[config.mk]
export PLATFORM = sky130hd
export DESIGN_NAME = multicycle_ctrl
export DESIGN_NICKNAME = d
export VERILOG_FILES = /design/src/rtl/multicycle_ctrl.sv
export SDC_FILE = /design/constraint.sdc
export NUM_CORES = 1
export LEC_CHECK = 0
export ABC_AREA = 1
export BUFFER_PORTS_ARGS = -buffer_cell sky130_fd_sc_hd__buf_2
export CAP_MARGIN = 20
export CORE_MARGIN = 3
export CORE_UTILIZATION = 43
export DETAILED_ROUTE_END_ITERATION = 16
export PLACE_DENSITY = 0.86
export SYNTH_ARGS = -nofsm -noshare
export SYNTH_HDL_FRONTEND = slang
export SYNTH_SLANG_ARGS = --single-unit
[constraint.sdc]
create_clock -name clk -period 3.3 [get_ports clk]
set_clock_uncertainty 0.15 [all_clocks]
set_input_delay 0.66 -clock clk [delete_from_list [all_inputs] [get_ports clk]]
set_output_delay 0.66 -clock clk [all_outputs]
set_load 0.03 [all_outputs]
[src/rtl/multicycle_ctrl.sv]
// Multicycle RV32I main control FSM: FETCH/DECODE/EXEC/MEM/WB sequencing plus the shared memory handshake.
// Define CTRL_INSTRET_EN to add the 32-bit retired-instruction counter output instret.
module multicycle_ctrl #(
  parameter bit RESET_TRAP_CLR = 1'b1
) (
  input  logic        clk,
  input  logic        rst,
  input  logic [31:0] instr,
  input  logic        br_taken,
  input  logic        mem_ack,
  output logic        mem_req,
  output logic        mem_we,
  output logic        mem_addr_sel,
  output logic        ir_we,
  output logic [4:0]  imm_sel,
  output logic [1:0]  alu_a_sel,
  output logic        alu_b_sel,
  output logic [3:0]  alu_op,
  output logic        alu_out_we,
  output logic        rd_we,
  output logic [1:0]  wb_sel,
  output logic        pc_we,
  output logic        pc_sel,
  output logic        retire,
  output logic        illegal
`ifdef CTRL_INSTRET_EN
  ,
  output logic [31:0] instret
`endif
);

  typedef enum logic [2:0] {FETCH, DECODE, EXEC, MEM, WB, TRAP} state_t;
  typedef enum logic [3:0] {
    C_LUI, C_AUIPC, C_JAL, C_JALR, C_LOAD, C_OPIMM,
    C_BRANCH, C_STORE, C_OP, C_FENCE, C_ILL
  } cls_t;

  state_t      state, state_next;
  cls_t        cls;
  logic        br_q;
  logic        held;
  logic [4:0]  imm_dec;
  logic [2:0]  funct3;
  logic        unused_bits;

  assign funct3      = instr[14:12];
  assign unused_bits = ^{instr[31], instr[29:15], instr[11:7]};
  assign illegal     = (state == TRAP);

  always_comb begin
    cls = C_ILL;
    if (instr[1:0] == 2'b11) begin
      case (instr[6:2])
        5'b01101: cls = C_LUI;
        5'b00101: cls = C_AUIPC;
        5'b11011: cls = C_JAL;
        5'b11001: cls = C_JALR;
        5'b00000: cls = C_LOAD;
        5'b00100: cls = C_OPIMM;
        5'b11000: cls = C_BRANCH;
        5'b01000: cls = C_STORE;
        5'b01100: cls = C_OP;
        5'b00011: cls = C_FENCE;
        default:  cls = C_ILL;
      endcase
    end
  end

  always_comb begin
    imm_dec = 5'b00000;
    case (cls)
      C_JALR, C_LOAD, C_OPIMM: imm_dec = 5'b00001;
      C_STORE:                 imm_dec = 5'b00010;
      C_BRANCH:                imm_dec = 5'b00100;
      C_LUI, C_AUIPC:          imm_dec = 5'b01000;
      C_JAL:                   imm_dec = 5'b10000;
      default:                 imm_dec = 5'b00000;
    endcase
  end

  // held marks that the previous edge sampled rst; a TRAP survives reset only when RESET_TRAP_CLR=0
  always_ff @(posedge clk) begin
    if (rst) begin
      held <= 1'b1;
      br_q <= 1'b0;
      if (RESET_TRAP_CLR || state != TRAP) state <= FETCH;
    end else begin
      held  <= 1'b0;
      state <= state_next;
      if (state == EXEC) br_q <= br_taken;
    end
  end

  always_comb begin
    state_next   = state;
    mem_req      = 1'b0;
    mem_we       = 1'b0;
    mem_addr_sel = 1'b0;
    ir_we        = 1'b0;
    imm_sel      = 5'b00000;
    alu_a_sel    = 2'd0;
    alu_b_sel    = 1'b0;
    alu_op       = 4'b0000;
    alu_out_we   = 1'b0;
    rd_we        = 1'b0;
    wb_sel       = 2'd0;
    pc_we        = 1'b0;
    pc_sel       = 1'b0;
    retire       = 1'b0;
    case (state)
      FETCH: begin
        // stay quiet while reset is still held after being sampled
        if (!(held && rst)) begin
          mem_req = 1'b1;
          if (mem_ack) begin
            ir_we      = 1'b1;
            state_next = DECODE;
          end
        end
      end
      DECODE: begin
        imm_sel = imm_dec;
        if (cls == C_ILL) begin
          state_next = TRAP;
        end else if (cls == C_FENCE) begin
          pc_we      = 1'b1;
          retire     = 1'b1;
          state_next = FETCH;
        end else begin
          state_next = EXEC;
        end
      end
      EXEC: begin
        imm_sel    = imm_dec;
        alu_out_we = 1'b1;
        case (cls)
          C_AUIPC, C_JAL, C_BRANCH: alu_a_sel = 2'd1;
          C_LUI:                    alu_a_sel = 2'd2;
          default:                  alu_a_sel = 2'd0;
        endcase
        alu_b_sel = (cls != C_OP);
        if (cls == C_OP)
          alu_op = {instr[30], funct3};
        else if (cls == C_OPIMM)
          alu_op = {(funct3 == 3'b101) & instr[30], funct3};
        state_next = (cls == C_LOAD || cls == C_STORE) ? MEM : WB;
      end
      MEM: begin
        imm_sel      = imm_dec;
        mem_req      = 1'b1;
        mem_addr_sel = 1'b1;
        mem_we       = (cls == C_STORE);
        if (mem_ack) begin
          if (cls == C_STORE) begin
            pc_we      = 1'b1;
            retire     = 1'b1;
            state_next = FETCH;
          end else begin
            state_next = WB;
          end
        end
      end
      WB: begin
        imm_sel    = imm_dec;
        pc_we      = 1'b1;
        retire     = 1'b1;
        rd_we      = (cls != C_BRANCH);
        if (cls == C_LOAD)
          wb_sel = 2'd1;
        else if (cls == C_JAL || cls == C_JALR)
          wb_sel = 2'd2;
        if (cls == C_JAL || cls == C_JALR)
          pc_sel = 1'b1;
        else if (cls == C_BRANCH)
          pc_sel = br_q;
        state_next = FETCH;
      end
      TRAP:    state_next = TRAP;
      default: state_next = FETCH;
    endcase
  end

`ifdef CTRL_INSTRET_EN
  always_ff @(posedge clk) begin
    if (rst)
      instret <= 32'd0;
    else if (retire)
      instret <= instret + 32'd1;
  end
`endif

endmodule
==> reports/qor.yml, run 1 <==
critical_path.max_fanout: 4
routed-via-count: 1000
synth_fp_nets: 184
critPathSlowestCell: "a21oi_1"
dr.pass1.iters: 4
setup_slack_ps: 246
preCtsSetupSlack_ps: 239
slowest_delay_ps: 200
synth_warnings: 0
synth_area_leaders: "nand2_1, dfxtp_1, inv_1"
min_path_type: "register to register"
gp_congestion: 0.843
crit_chain: "buf_2, inv_1, ha_1, nor2_1, nand2_1, a21oi_1, nand3_2, nor2_4, inv_2, nor2_2, nand2_1, nand3_1, buf_2"
core_um2: 1760
nets: 226
start_util_pct: 46.5
end_kind: "output port"
drive_gt1_share_pct: 39.5
p_per_area_nw_per_um2: 404
grt_use_total_pct: 17.9
fin_crit_ps: 3050
drv_cap: 0
dp.cells: 206
grt_max_degree: 8
synthArstFlopShare_pct: 0
cts-root-buf: "clkbuf_4"
htree_levels: 1
required_ps: 2490
post-dp-hpwl_mm: 1.81
arrival_ps: 2240
cts_setup_buffers: 0
power_w: 0.000429
ys_seq_elements: 5
antenna_cells: 0
tightestPinTransition_ps: 587
netlist_area_um2: 820
routed_wl_mm: 2.07
setup-violations-final: 0
rsz0062_at_grt: "no"
cts_tree: "yes"
synth_flop_cell: "dfxtp_1"
synthToLayoutAreaGrowth_pct: 29.3
die_w_um: 49.7
rows: 15
grt_first_pass_wirelength_mm: 3.60
cts_inserted_buffers: 3
status: "finished clean"
avgRoutedWirePerCell_um: 9.83
die_y_um: 49.7
synth_edf_count: 0
hold_violations: 0
clkTransAtPathRegs_ps: 40
ant_nets: 0
grt_overflow: 0
grt_pass1_vias: 951
start_kind: "input port"
viasPerCell: 4.76
peakVddDrop_v: 0.000318
antenna_found_initial: 0
clock-sinks: 5
syn_avg_cell_area_um2: 5.69
path_class: "input port to output port"
fmax_mhz: 327
design.portCount: 60
die-area_um2: 2470
p_leak_nw: 0.570
clkLatencyLatePin_ps: 240
synth-seq-area-share_pct: 12.2
postCtsHoldBufs: 0
yosysUniqueCellTypes: 25
post_cts_resized: 0
io_buffers: 38
route.detailed.drc: 0
cts.path.max_buffers: 2
drt_iter0_drc: 22
synth.top_cell.area_share_pct: 15.6
postSynthCellCount: 144
fin_cells: 210
synth_top_cell_by_area: "nand2_1"
fin_tns_setup_ps: 0
slew_headroom_pct: 60.6
period_share_pct: 92.6
drv_slew: 0
## sequential cells by signal (all words and copies together) (netlist names)
signal / count
held: 1
br_q: 1
state: 3
## routing by layer
metal / up-vias / global-route usage, % / routed length, um
li1: 538 / - / -
met3: 2 / 4.53 / 151
met1: 427 / 19.6 / 871
met5: - / 0 / 0
met4: 0 / 7.37 / 6
met2: 33 / 32.4 / 1040
## power by group
| part | leakage [nW] | switching [W] | internal, W |
|---|---|---|---|
| logic | 0.514 | 0.000194 | 0.0000779 |
| clock network | 0.0150 | 0.0000240 | 0.0000456 |
| registers | 0.0412 | 0.0000127 | 0.0000747 |
| total | 0.570 | 0.000230 | 0.000198 |
## logic make-up after synthesis
logic type | Yosys count | synth area share (%)
flip-flops | 5 | 12.2
adder cells (fa/ha/maj) | 4 | 6.11
AO/OA/AOI/OAI | 19 | 15.7
buffers and inverters | 29 | 13.7
AND/OR/NAND/NOR | 87 | 52.2
## area by class of cell
| class | instances | area [um2] |
|---|---|---|
| flip-flops and latches | 5 | 100 |
| multi-input cells | 110 | 607 |
| inverters | 28 | 105 |
| fillers | 184 | 704 |
| well taps | 25 | 31.3 |
| repair buffers | 38 | 190 |
| clock buffers | 4 | 26.3 |
## path summary, 6_finish.rpt
path | startpoint | endpoint | slack, ps | depth (start not counted)
setup reg to reg | state[1] | state[0] | 1710 | 10
hold / removal | br_q | br_q | 350 | 2
hold reg to reg | br_q | br_q | 350 | 2
setup / recovery | instr[2] | retire | 250 | 13
## critical path, delay by kind of cell
kind / cells / cell delay, ps
AO/OA/AOI/OAI: 1 / 200
adder cells (fa/ha/maj): 1 / 180
buffers and inverters: 4 / 410
AND/OR/NAND/NOR: 7 / 780
## cells in the final DEF, fill, tap and decap left out, types with 2 or more instances in the layout
cell type  count
a21oi_1        5
a21oi_2        4
a31oi_1        2
buf_2         38
clkbuf_4       3
dfxtp_1        5
ha_1           4
inv_1         21
inv_2          6
nand2_1       34
nand2_2        4
nand3_1        7
nand3_2        5
nor2_1        19
nor2_2         8
nor3_1         5
nor3_2         2
o21ai_0        3
o21ai_1        2
## synthesized netlist by cell type, types with 2 or more instances
master	instances
nor2_1	19
nand3_2	5
nand2_1	34
o21ai_0	3
nor2_2	8
a21oi_1	5
a31oi_1	2
nand3_1	7
inv_1	21
nor3_2	2
inv_2	6
nor3_1	5
dfxtp_1	5
nand2_2	4
a21oi_2	4
o21ai_1	2
ha_1	4
## per-stage QoR
stage               utilization (%)  hold slack [ps]  area, um2
finish                         60.1              354       1060
global placement               58.6              332       1030
CTS                            60.1              349       1060
floorplan                         -              297        820
global route                   60.1              393       1060
detailed placement             58.6              338       1030
Power figures use the tool's default switching activity.
==> inputs of run 2 (changes only) <==
--- a/config.mk
+++ b/config.mk
@@ -9,9 +9,9 @@
 export BUFFER_PORTS_ARGS = -buffer_cell sky130_fd_sc_hd__buf_2
 export CAP_MARGIN = 20
 export CORE_MARGIN = 3
-export CORE_UTILIZATION = 43
+export CORE_UTILIZATION = 36
 export DETAILED_ROUTE_END_ITERATION = 16
-export PLACE_DENSITY = 0.86
+export PLACE_DENSITY = 0.77
 export SYNTH_ARGS = -nofsm -noshare
 export SYNTH_HDL_FRONTEND = slang
 export SYNTH_SLANG_ARGS = --single-unit
==> constraint.sdc (replaced) <==
create_clock -name clk -period 2.8 [get_ports clk]
set_clock_uncertainty 0.15 [all_clocks]
set_input_delay 0.28 -clock clk [delete_from_list [all_inputs] [get_ports clk]]
set_output_delay 0.28 -clock clk [all_outputs]
set_load 0.03 [all_outputs]
==> reports/qor.yml, run 2 (synthesis gave the netlist of run 1 again) <==
status: "finished clean"  # unchanged
core_um2: 2060  # was 1760 um2
end_kind: "output port"  # unchanged
rows: 16  # was 15
route.detailed.drc: 0  # unchanged
crit_chain: "buf_2, inv_1, ha_1, inv_1, nand3_2, nand2_2, nand3_2, inv_2, a21oi_2, nand2_2, o31ai_2, buf_2"  # was buf_2, inv_1, ha_1, nor2_1, nand2_1, a21oi_1, nand3_2, nor2_4, inv_2, nor2_2, nand2_1, nand3_1, buf_2
rsz0062_at_grt: "no"  # unchanged
post_cts_resized: 0  # unchanged
die-area_um2: 2880  # was 2470 um2
routed-via-count: 974  # was 1000
post-dp-hpwl_mm: 1.74  # was 1.81 mm
slew_headroom_pct: 58.6  # was 60.6%
drv_cap: 0  # unchanged
dp.cells: 208  # was 206
final_common_cell: "buf_2"  # unchanged
grt_first_pass_wirelength_mm: 3.22  # was 3.60 mm
grt_overflow: 0  # unchanged
cts_inserted_buffers: 3  # unchanged
cts_tree: "yes"  # unchanged
clkTransAtPathRegs_ps: 40  # about the same
r2r_end: "state[0]"  # unchanged
antenna_found_initial: 0  # unchanged
nets: 226  # unchanged
grt_pass1_vias: 844  # was 951
io_buffers: 38  # unchanged
drive_gt1_share_pct: 39.5  # unchanged
clkLatencyLatePin_ps: 230  # was 240 ps
grt_use_total_pct: 14.5  # was 17.9%
required_ps: 2370  # was 2490 ps
drv_slew: 0  # unchanged
die_y_um: 53.7  # was 49.7 um
cts.path.max_buffers: 2  # unchanged
path_class: "input port to output port"  # unchanged
tightestPinTransition_ps: 616  # was 587 ps
preCtsSetupSlack_ps: 524  # was 239 ps
design.portCount: 60  # unchanged
routed_wl_mm: 2.00  # was 2.07 mm
htree_levels: 1  # unchanged
fin_tns_setup_ps: 0  # unchanged
rrSetupSlack_ps: 1220  # was 1710 ps
utilization_pct: 51.5  # was 60.1%
peakVddDrop_v: 0.000373  # was 0.000318 V
slowest_delay_ps: 270  # was 200 ps
critical_path.max_fanout: 5  # was 4
hold_violations: 0  # unchanged
min_path_type: "input port to register"  # was register to register
min_path_cells: 1  # was 2
p_leak_nw: 0.570  # unchanged
cts_setup_buffers: 0  # unchanged
cts-root-buf: "clkbuf_4"  # unchanged
dr.pass1.iters: 4  # unchanged
r2r-start: "state[1]"  # unchanged
drt_iter0_drc: 12  # was 22
fin_crit_ps: 2260
start_util_pct: 39.7  # was 46.5%
setup-violations-final: 0  # unchanged
gp_congestion: 0.882  # was 0.843
ant_nets: 0  # unchanged
avgRoutedWirePerCell_um: 9.42  # was 9.83 um
top_register: "state"  # unchanged
fmax_mhz: 442
grt_max_degree: 8  # unchanged
die_w_um: 53.7  # was 49.7 um
setup_slack_ps: 536  # was 246 ps
synthToLayoutAreaGrowth_pct: 29.6  # was 29.3%
p_per_area_nw_per_um2: 471  # was 404 nW/um2
timing.hold.ws_ps: 45.6  # was 354 ps
viasPerCell: 4.59  # was 4.76
period_share_pct: 80.9
fin_cells: 212  # was 210
most-common-layout-cells: "buf_2, nand2_1, inv_1"  # unchanged
postCtsHoldBufs: 0  # unchanged
min_to: "held"  # was br_q
reg_top3: "state (3), br_q (1), held (1)"  # unchanged
antenna_cells: 0  # unchanged
clock-sinks: 5  # unchanged
critPathSlowestCell: "ha_1"  # was a21oi_1
largest_register_ffs: 3  # unchanged
rr_worst_depth: 10  # unchanged
arrival_ps: 1830  # was 2240 ps
start_kind: "input port"  # unchanged
hold_path.startpoint: "rst"  # was br_q
-- run 2: worst max path at each step --
stage	from	depth (start not counted)	endpoint
2_1_floorplan	instr[2]	12	retire
3_3_place_gp	instr[2]	11	alu_op[3]
5_1_grt	instr[2]	13	imm_sel[0]
4_1_cts	instr[2]	13	imm_sel[0]
6_report	instr[3]	12	pc_sel
3_5_place_dp	instr[2]	13	imm_sel[0]
-- run 2: metrics by stage --
stage	area [um2]	power, W
6_report	1060	0.000500
5_1_grt	1060	0.000550
4_1_cts	1060	0.000507
3_5_place_dp	1040	0.000423
3_3_place_gp	1040	0.000419
2_1_floorplan	820	0.000345
-- run 2: area by class of cell --
cell class / instances / area (um2)
Sequential cell: 5 / 100
Fill cell: 240 / 1000
Timing Repair Buffer: 38 / 190
Multi-Input combinational cell: 110 / 607
Tap cell: 27 / 33.8
Inverter: 28 / 105
Clock buffer: 4 / 26.3
-- run 2: routing by layer --
layer,vias up,track usage (%),share of wire (%)
met3,2,1.66,5.7
met2,24,24.8,45
met1,412,18.6,49
met4,0,5.11,0.45
li1,536,-,-
met5,-,0,0
-- run 2: where the power goes --
| part | internal (W) | switching, W |
|---|---|---|
| logic | 0.0000917 | 0.000225 |
| registers | 0.0000880 | 0.0000155 |
| clock network | 0.0000537 | 0.0000264 |
-- run 2: worst max-delay path, delay by kind of cell --
kind                     cells  cell delay (ps)
AND/OR/NAND/NOR              4              360
adder cells (fa/ha/maj)      1              270
AO/OA/AOI/OAI                2              430
buffers and inverters        5              490
